==> src/rtl/axis_stream_pkg.sv <==
// Shared types and helpers for the AXI4-Stream master slice.
// Entry layout: {data, tstrb, tkeep, user, last}.
package axis_stream_pkg;

  typedef enum logic {
    IDLE   = 1'b0,
    STREAM = 1'b1
  } state_e;

  localparam logic [7:0] STALL_MAX = 8'hFF;

  function automatic int entry_w(int dw, int uw);
    return dw + 2 * (dw / 8) + uw + 1;
  endfunction

endpackage

==> src/rtl/axis_sync_fifo.sv <==
// First-word-fall-through synchronous FIFO with flush and fill level.
// Head entry is visible on rd_data whenever empty is low.
module axis_sync_fifo
  import axis_stream_pkg::*;
#(
  parameter int WIDTH = 8,
  parameter int DEPTH = 8,
  localparam int AW = $clog2(DEPTH),
  localparam int LW = AW + 1
) (
  input  logic             clk,
  input  logic             rst_n,
  input  logic             clear,
  input  logic             wr_en,
  input  logic [WIDTH-1:0] wr_data,
  input  logic             rd_en,
  output logic [WIDTH-1:0] rd_data,
  output logic [LW-1:0]    level,
  output logic             full,
  output logic             empty
);

  logic [WIDTH-1:0] mem [DEPTH];
  logic [AW-1:0]    wr_ptr_q, wr_ptr_d;
  logic [AW-1:0]    rd_ptr_q, rd_ptr_d;
  logic [LW-1:0]    level_q, level_d;
  logic             wr_ok, rd_ok;

  assign full  = (level_q == LW'(DEPTH));
  assign empty = (level_q == '0);
  assign level = level_q;

  assign wr_ok = wr_en && !full && !clear;
  assign rd_ok = rd_en && !empty && !clear;

  assign rd_data = mem[rd_ptr_q];

  always_comb begin
    wr_ptr_d = wr_ptr_q;
    rd_ptr_d = rd_ptr_q;
    level_d  = level_q;
    if (clear) begin
      wr_ptr_d = '0;
      rd_ptr_d = '0;
      level_d  = '0;
    end else begin
      if (wr_ok) wr_ptr_d = wr_ptr_q + AW'(1);
      if (rd_ok) rd_ptr_d = rd_ptr_q + AW'(1);
      unique case ({wr_ok, rd_ok})
        2'b10:   level_d = level_q + LW'(1);
        2'b01:   level_d = level_q - LW'(1);
        default: level_d = level_q;
      endcase
    end
  end

  always_ff @(posedge clk or negedge rst_n) begin
    if (!rst_n) begin
      wr_ptr_q <= '0;
      rd_ptr_q <= '0;
      level_q  <= '0;
    end else begin
      wr_ptr_q <= wr_ptr_d;
      rd_ptr_q <= rd_ptr_d;
      level_q  <= level_d;
    end
  end

  // Storage is not reset; validity is tracked by level.
  always_ff @(posedge clk) begin
    if (wr_ok) mem[wr_ptr_q] <= wr_data;
  end

endmodule

==> src/rtl/axis_stream_master.sv <==
// AXI4-Stream master: buffers backend beats and releases them
// cut-through or store-and-forward with stall timeout reporting.
module axis_stream_master
  import axis_stream_pkg::*;
#(
  parameter int DATA_W    = 32,
  parameter int USER_W    = 2,
  parameter int DEPTH     = 8,
  parameter int STORE_FWD = 0,
  parameter int TIMEOUT   = 5,
  localparam int SW = DATA_W / 8,
  localparam int LW = $clog2(DEPTH) + 1
) (
  input  logic              clk,
  input  logic              rst_n,
  input  logic              clear,
  input  logic              bk_valid,
  output logic              bk_ready,
  input  logic [DATA_W-1:0] bk_data,
  input  logic [SW-1:0]     bk_tstrb,
  input  logic [SW-1:0]     bk_tkeep,
  input  logic [USER_W-1:0] bk_user,
  input  logic              bk_last,
  output logic              bk_nordy,
  output logic              bk_done,
  output logic [LW-1:0]     fifo_level,
  output logic              axis_tvalid,
  output logic              axis_tlast,
  output logic [DATA_W-1:0] axis_tdata,
  output logic [SW-1:0]     axis_tstrb,
  output logic [SW-1:0]     axis_tkeep,
  output logic [USER_W-1:0] axis_tuser,
  input  logic              axis_tready
);

  localparam int EW = entry_w(DATA_W, USER_W);

  state_e         state_q;
  logic [LW-1:0]  pkt_q;
  logic [7:0]     stall_q;
  logic           done_q;

  logic [EW-1:0]     wr_ent, rd_ent;
  logic [DATA_W-1:0] h_data;
  logic [SW-1:0]     h_strb, h_keep;
  logic [USER_W-1:0] h_user;
  logic              h_last;
  logic              full, empty;
  logic              hs, wr_fire, wr_last, rd_last, go;

  assign wr_ent = {bk_data, bk_tstrb, bk_tkeep, bk_user, bk_last};

  axis_sync_fifo #(
    .WIDTH (EW),
    .DEPTH (DEPTH)
  ) u_fifo (
    .clk     (clk),
    .rst_n   (rst_n),
    .clear   (clear),
    .wr_en   (bk_valid),
    .wr_data (wr_ent),
    .rd_en   (hs),
    .rd_data (rd_ent),
    .level   (fifo_level),
    .full    (full),
    .empty   (empty)
  );

  assign {h_data, h_strb, h_keep, h_user, h_last} = rd_ent;

  assign bk_ready    = !full;
  assign axis_tvalid = (state_q == STREAM) && !empty;
  assign hs          = axis_tvalid && axis_tready;

  assign axis_tdata = axis_tvalid ? h_data : '0;
  assign axis_tstrb = axis_tvalid ? h_strb : '0;
  assign axis_tkeep = axis_tvalid ? h_keep : '0;
  assign axis_tuser = axis_tvalid ? h_user : '0;
  assign axis_tlast = axis_tvalid && h_last;

  assign wr_fire = bk_valid && !full && !clear;
  assign wr_last = wr_fire && bk_last;
  assign rd_last = hs && h_last && !clear;

  // A full FIFO releases even without tlast so oversized packets drain.
  assign go = (STORE_FWD != 0) ? ((pkt_q != '0) || full) : !empty;

  assign bk_nordy = (stall_q >= 8'(TIMEOUT));
  assign bk_done  = done_q;

  always_ff @(posedge clk or negedge rst_n) begin
    if (!rst_n) begin
      state_q <= IDLE;
      pkt_q   <= '0;
      stall_q <= '0;
      done_q  <= 1'b0;
    end else if (clear) begin
      state_q <= IDLE;
      pkt_q   <= '0;
      stall_q <= '0;
      done_q  <= 1'b0;
    end else begin
      done_q <= rd_last;

      unique case (1'b1)
        (wr_last && !rd_last): pkt_q <= pkt_q + LW'(1);
        (rd_last && !wr_last): pkt_q <= pkt_q - LW'(1);
        default:               pkt_q <= pkt_q;
      endcase

      if (axis_tvalid && !axis_tready) begin
        if (stall_q != STALL_MAX) stall_q <= stall_q + 8'd1;
      end else begin
        stall_q <= '0;
      end

      unique case (state_q)
        IDLE:    if (go) state_q <= STREAM;
        STREAM:  if (rd_last) state_q <= IDLE;
        default: state_q <= IDLE;
      endcase
    end
  end

endmodule

==> config.mk <==
export PLATFORM = sky130hd
export DESIGN_NAME = axis_stream_master
export DESIGN_NICKNAME = d
export VERILOG_FILES = /design/src/rtl/axis_stream_pkg.sv /design/src/rtl/axis_sync_fifo.sv /design/src/rtl/axis_stream_master.sv
export SDC_FILE = /design/constraint.sdc
export NUM_CORES = 1
export LEC_CHECK = 0
export ABC_AREA = 1
export CAP_MARGIN = 10
export CORE_ASPECT_RATIO = 1.2
export CORE_MARGIN = 2
export CORE_UTILIZATION = 25
export CTS_CLUSTER_DIAMETER = 50
export DETAILED_ROUTE_END_ITERATION = 8
export GPL_TIMING_DRIVEN = 0
export HOLD_SLACK_MARGIN = 0.06
export PLACE_DENSITY_LB_ADDON = 0.12
export SYNTH_ARGS = -nofsm -noshare
export SYNTH_HDL_FRONTEND = slang
export SYNTH_SLANG_ARGS = --single-unit
==> constraint.sdc <==
create_clock -name clk -period 8.93 [get_ports clk]
set_input_delay 1.786 -clock clk [delete_from_list [all_inputs] [get_ports clk]]
set_output_delay 1.786 -clock clk [all_outputs]
set_load 0.05 [all_outputs]
Yosys cells after proc, flatten, opt, wreduce, memory -nomap -nowiden
Memories as Yosys holds them, arrays and structs flattened.
Index checks and enable logic that the tools add are counted.
{"block": "totals", "register_bits": 20, "mem_bits_rw": 344, "inputBits": 48, "memories": 1}
{"memory": "u_fifo.mem", "words": 8, "width": 43, "rd": 1, "rd_ports_with_merged_regs": 0, "write_ports": 1, "line": "axis_sync_fifo.sv:23", "text": "logic [WIDTH-1:0] mem [DEPTH];"}
{"block": "op_classes", "n_addsub": 5, "magnitude_cmp": 1, "n_eq_ne": 5, "muxes": 20, "n_bitwise": 1, "reduce_logical": 18}
{"operator": "2-to-1 mux 32 bit", "n": 1}
{"operator": "2-to-1 mux 8 bit", "n": 3}
{"operator": "2-to-1 mux 3 bit", "n": 4}
{"operator": "2-to-1 mux 4 bit", "n": 3}
{"operator": "logical AND 1 bit", "n": 10}
{"operator": "adder 8 x 1 -> 8 bit (second input constant)", "n": 1}
{"operator": ">= comparator 8 x 3 -> 1 bit (second input constant)", "n": 1}
{"operator": "!= test 8 bit (second input constant)", "n": 1}
{"operator": "one-hot mux 4 bit (2 select lines)", "n": 1}
{"operator": "adder 3 x 1 -> 3 bit (second input constant)", "n": 2}
{"operator": "2-to-1 mux 1 bit", "n": 6}
{"operator": "adder 4 x 1 -> 4 bit (second input constant)", "n": 1}
{"operator": "== test 4 bit (second input constant)", "n": 1}
{"operator": "zero test 1 bit", "n": 4}
{"operator": "zero test 4 bit", "n": 1}
{"operator": "nonzero test 2 bit", "n": 2}
{"operator": "subtractor 4 x 1 -> 4 bit (second input constant)", "n": 1}
{"operator": "!= test 3 x 2 -> 1 bit (second input constant)", "n": 1}
{"operator": "nonzero test 3 bit", "n": 1}
{"operator": "== test 2 x 1 -> 1 bit (second input constant)", "n": 1}
{"operator": "== test 2 bit (second input constant)", "n": 1}
{"operator": "2-to-1 mux 2 bit", "n": 1}
{"operator": "one-hot mux 1 bit (2 select lines)", "n": 1}
{"operator": "inverter 1 bit", "n": 1}

Longest topological paths before layout
{"block": "logic_depth", "ltp_word": 9, "mapped_depth": 14, "mapped_depth_nobuf": 14}

Modules after synthesis
From an unflattened synthesis, not the netlist that was laid out.
{"block": "hier_totals", "cells_unflattened": 1275, "hier_area_um2": 14978.1}
{"mod": "axis_sync_fifo", "n_inst": 1, "cells_each": 1106, "area_per_inst_um2": 13979.7, "seq_area_each_um2": 10580.1}
{"mod": "axis_stream_master", "n_inst": 1, "cells_each": 169, "area_per_inst_um2": 998.5, "seq_area_each_um2": 250.2}

Worst setup path after synthesis
Ideal clock, no wire load.
{"block": "synth_path", "path_kind": "input port to flip-flop", "start": "input port bk_valid", "end": "memory u_fifo.mem[0][0] in the netlist's numbering (enable)", "arrival_ns": 3.962, "slack_ns": 4.525, "stages": 4, "path_buffers": 0, "path_cell_list": "nand2_4 nor2_4 nand2_1 nor2_1"}
{"block": "synth_via", "elab_chain_cells": 4}
{"item": "from (decl)", "line": "axis_stream_master.sv:17", "text": "input logic bk_valid,"}
{"item": "logical AND 1 bit", "line": "axis_sync_fifo.sv:33", "text": "assign wr_ok = wr_en && !full && !clear;"}
{"item": "logical AND 1 bit"}
{"item": "2-to-1 mux 1 bit", "line": "axis_sync_fifo.sv:71", "text": "if (wr_ok) mem[wr_ptr_q] <= wr_data;"}
{"item": "2-to-1 mux 1 bit (not written as such)", "line": "axis_sync_fifo.sv:71"}
{"item": "to (decl)", "line": "axis_sync_fifo.sv:23"}
No other way between the ends.

Final worst setup path
{"block": "layout_path", "start": "register u_fifo.rd_ptr_q[2]", "end": "output port axis_tdata[11]"}
{"block": "layout_via", "elab_chain_cells": 2}
{"item": "from (decl)", "line": "axis_sync_fifo.sv:25", "text": "logic [AW-1:0] rd_ptr_q, rd_ptr_d;"}
{"item": "from (signal assigned)", "line": "axis_sync_fifo.sv:64", "text": "rd_ptr_q <= rd_ptr_d;"}
{"item": "memory read (8 x 43 bit)"}
{"item": "2-to-1 mux 32 bit", "line": "axis_stream_master.sv:75", "text": "assign axis_tdata = axis_tvalid ? h_data : '0;"}
{"item": "to (decl)", "line": "axis_stream_master.sv:29", "text": "output logic [DATA_W-1:0] axis_tdata,"}
No other way between the ends.

==> impl_metrics.csv <==
group,metric,value,unit
run_status,status,"finished clean",
timing,tightest_slew,957.3,ps
setup_path,cp-end-kind,"output port",
clock_network,cts_tree,"built",
power,p_sw_share,33.02,%
setup_path,rrSetupSlack,6320,ps
timing,clock_skew,15.24,ps
yosys,synth.area.top_cells,"edfxtp_1 71%, nor2_1 7.2%, o21ai_0 6.0%",
setup_path,critical_path_class,"reg -> out",
yosys,ys_top_cells_by_count,"344 x edfxtp_1, 278 x nor2_1, 174 x o21ai_0, 53 x o21ai_1, 44 x o22ai_1",
setup_path,cp-start-kind,"flop",
clock_network,cts_buffers,44,
timing,tns,0,ps
cells_and_area,diodes,0,
setup_path,endpoint,"axis_tdata[11]",
power,max-vdd-ir-drop,111.5,µV
placement,dp_hpwl,27.52,mm
yosys,yosys.area_share.xor_xnor,0,%
yosys,synth-simple-area-share,9.455,%
power,p_leak,5.993,nW
drt,antenna_left,0,
yosys,synthMostInstantiatedCell,"edfxtp_1",
timing,maxSlewViolCount,0,
drt,post_drt_wl_per_cell,20.35,µm
power,pwr-share-clk,34.8,%
setup_path,path_cells,"inv_2 > clkbuf_1 > clkbuf_1 > a31oi_1 > clkdlybuf4s50_1",
global_routing,first_global_vias,9652,
placement,place_area,16780,µm²
setup_path,crit_slowest_cell,"clkdlybuf4s50_1",
setup_path,cp_max_fo,10,
timing,final.min_clock_period,5302,ps
yosys,synth_top_area_share,71.22,%
drt,drc,0,
setup_path,r2r_cells,7,
clock_network,holdBufCountCts,0,
timing,max_freq,0.1886,GHz
setup_path,rr_startpoint,"u_fifo.level[0]",
clock_network,cts-resized-gates,0,
timing,hold_violations,0,
clock_network,h-tree-depth,2,
die,pin_count,99,
yosys,yosys.cell_types.count,31,
yosys,synth.mux.area_fraction,0,%
cells_and_area,finalNonFillerCells,2061,
yosys,synth_compound_area_share,12.25,%
die,dieArea,59970,µm²
yosys,synth_fa_ha_area_share,0.6039,%
yosys,yosysWarnings,0,
cells_and_area,drive_gt1_share,10.94,%
yosys,synth_area,14500,µm²
yosys,synthFlopType,"edfxtp_1",
yosys,synth_largest_area_cell,"edfxtp_1",
die,rows,96,
placement,dp.cells,1981,
setup_path,critPathLaunch,"u_fifo.rd_ptr_q[2]",
cells_and_area,nets,1347,
power,power_frac_seq,39.9,%
global_routing,grtUsageTotal,14.05,%
drt,dr.pass1.iters,5,
die,core,57300,µm²
yosys,async_flop_share,5.495,%
yosys,syn_avg_cell_area,12.78,µm²
yosys,synth_cells,1135,
power,intPower,3.251,mW
die,dieWidth,223.9,µm
power,comb_power_share,25.3,%
clock_network,clkSinkCount,364,
drt,via_per_inst,4.531,
yosys,synth_edf_count,344,
timing,slew_headroom,35.98,%
power,p_switching,1.603,mW
clock_network,path_clk_slew,60,ps
timing,whs,524.5,ps
global_routing,antenna_found_initial,2,
die,die_height,267.9,µm
global_routing,overflow,0,
yosys,synth_top_family_by_area,"compound AO/OA/AOI/OAI gates",
clock_network,clock_latency,570,ps
placement,gp_congestion,0.7433,
power,power.density,267.8,nW/µm²
drt,vias,9339,
drt,route.final.wire_length,41.95,mm
timing,rsz0062_at_grt,"false",
die,start_util,25.31,%
cells_and_area,seq_area,10830,µm²
yosys,synth_seq_cells,364,
min_path,hold_start,"stall_q[4]",
power,total_power,4.854,mW
clock_network,post_cts_buffers,0,
global_routing,grt_max_degree,24,
yosys,synth_fp_nets,1190,
setup_path,cp.required,7140,ps
cells_and_area,nFillCells,5728,
drt,drt-initial-drc-count,614,
clock_network,cts_root_buf,"clkbuf_16",
timing,period_share,59.38,%
setup_path,crit_top_cell,"clkbuf_1",
timing,setup_viol,0,
min_path,holdCritPathClass,"reg -> reg",
cells_and_area,final_area,18130,µm²
cells_and_area,synthToLayoutAreaGrowth,24.99,%
placement,port_buffers,98,
setup_path,critPathArrivalTime,3520,ps
global_routing,grt_pass1_wl,62.40,mm
clock_network,clockBufferDepth,3,
flow_run,maxCapViolations,0,
setup_path,worst_r2r_endpoint,"u_fifo.mem[1][15]",
cells_and_area,multi_input_area,3296,µm²
setup_path,critPathMaxStageDelay,780,ps
yosys,ys_seq_area_share,74.67,%
## layout by cell type, fill, tap and decap left out, drive strengths merged
cell type | netlist | routed
nand3 | 7 | 7
a21oi | 7 | 7
clkinv | 1 | 22
o211ai | 1 | 1
nand2 | 43 | 43
edfxtp | 344 | 344
o22ai | 44 | 44
nor2 | 284 | 284
nand4 | 1 | 1
clkbuf | 36 | 90
a211oi | 2 | 2
o21ai | 228 | 228
o21a | 3 | 3
clkinvlp | 0 | 1
nand3b | 1 | 1
a31oi | 43 | 43
inv | 26 | 28
clkdlybuf4s50 | 0 | 98
nor3 | 4 | 4
ha | 7 | 7
bufinv | 0 | 2
buf | 33 | 46
dfrtp | 20 | 20
## worst max-delay path, delay by kind of cell (launching register included)
kind            cells  cell delay, ps
buf+inv             4            2240
flops               1             390
compound gates      1             310
## per-layer routing
metal / vias up / wire length, µm / GRT usage (%)
met2: 184 / 20350 / 23.95
met1: 4623 / 19110 / 18.22
met4: 4 / 847 / 4.036
met3: 60 / 1616 / 2.657
li1: 4468 / - / -
met5: - / 24 / 0
## stage by stage
stage                     utilization [%]  worst slack (ps)
after floorplan                         -              4525
after global placement              28.63              1717
after detailed placement            29.28              4124
after CTS                           31.64              3495
after global routing                31.64              3483
final                               31.64              3628
## worst min-delay path by stage
stage,end,slack (ps),depth (start not counted)
after floorplan,stall_q[4],490,1
after global placement,stall_q[4],510,1
after detailed placement,stall_q[4],510,1
after CTS,stall_q[4],530,1
after global routing,stall_q[4],550,1
final,stall_q[4],520,1
## cells by family (layout without fill, tap and decap cells)
kind of cell | Yosys count | after routing
and+or+nand+nor | 340 | 340
AOI/OAI and AO/OA | 328 | 328
adders and majority gates | 7 | 7
DFF | 364 | 364
buffers and inverters | 96 | 287
## flip-flops by register name, summed over array words and instances, names as in the netlist
register / cells
u_fifo.rd_ptr_q: 3
u_fifo.mem: 344
u_fifo.wr_ptr_q: 3
bk_done: 1
u_fifo.level: 4
stall_q: 8
state_q: 1
## power by group through the flow
| stage | clock network, mW | registers (mW) | logic (mW) |
|---|---|---|---|
| 6_report | 1.69 | 1.94 | 1.23 |
| 5_1_grt | 1.80 | 1.94 | 1.33 |
| 4_1_cts | 1.74 | 1.94 | 1.26 |
| 3_5_place_dp | 0 | 1.97 | 1.25 |
| 3_3_place_gp | 0 | 1.98 | 1.24 |
| 2_1_floorplan | 0 | 2.00 | 0.724 |
## final cells by class
type	count	area share [%]
Timing Repair Buffer	111	7.136
Tap cell	735	5.073
Clock inverter	26	1.056
Inverter	27	0.5659
Clock buffer	54	6.398
Buffer	69	1.850
Sequential cell	364	59.74
Multi-Input combinational cell	675	18.18
No activity file was read; power rests on OpenSTA's default activity.
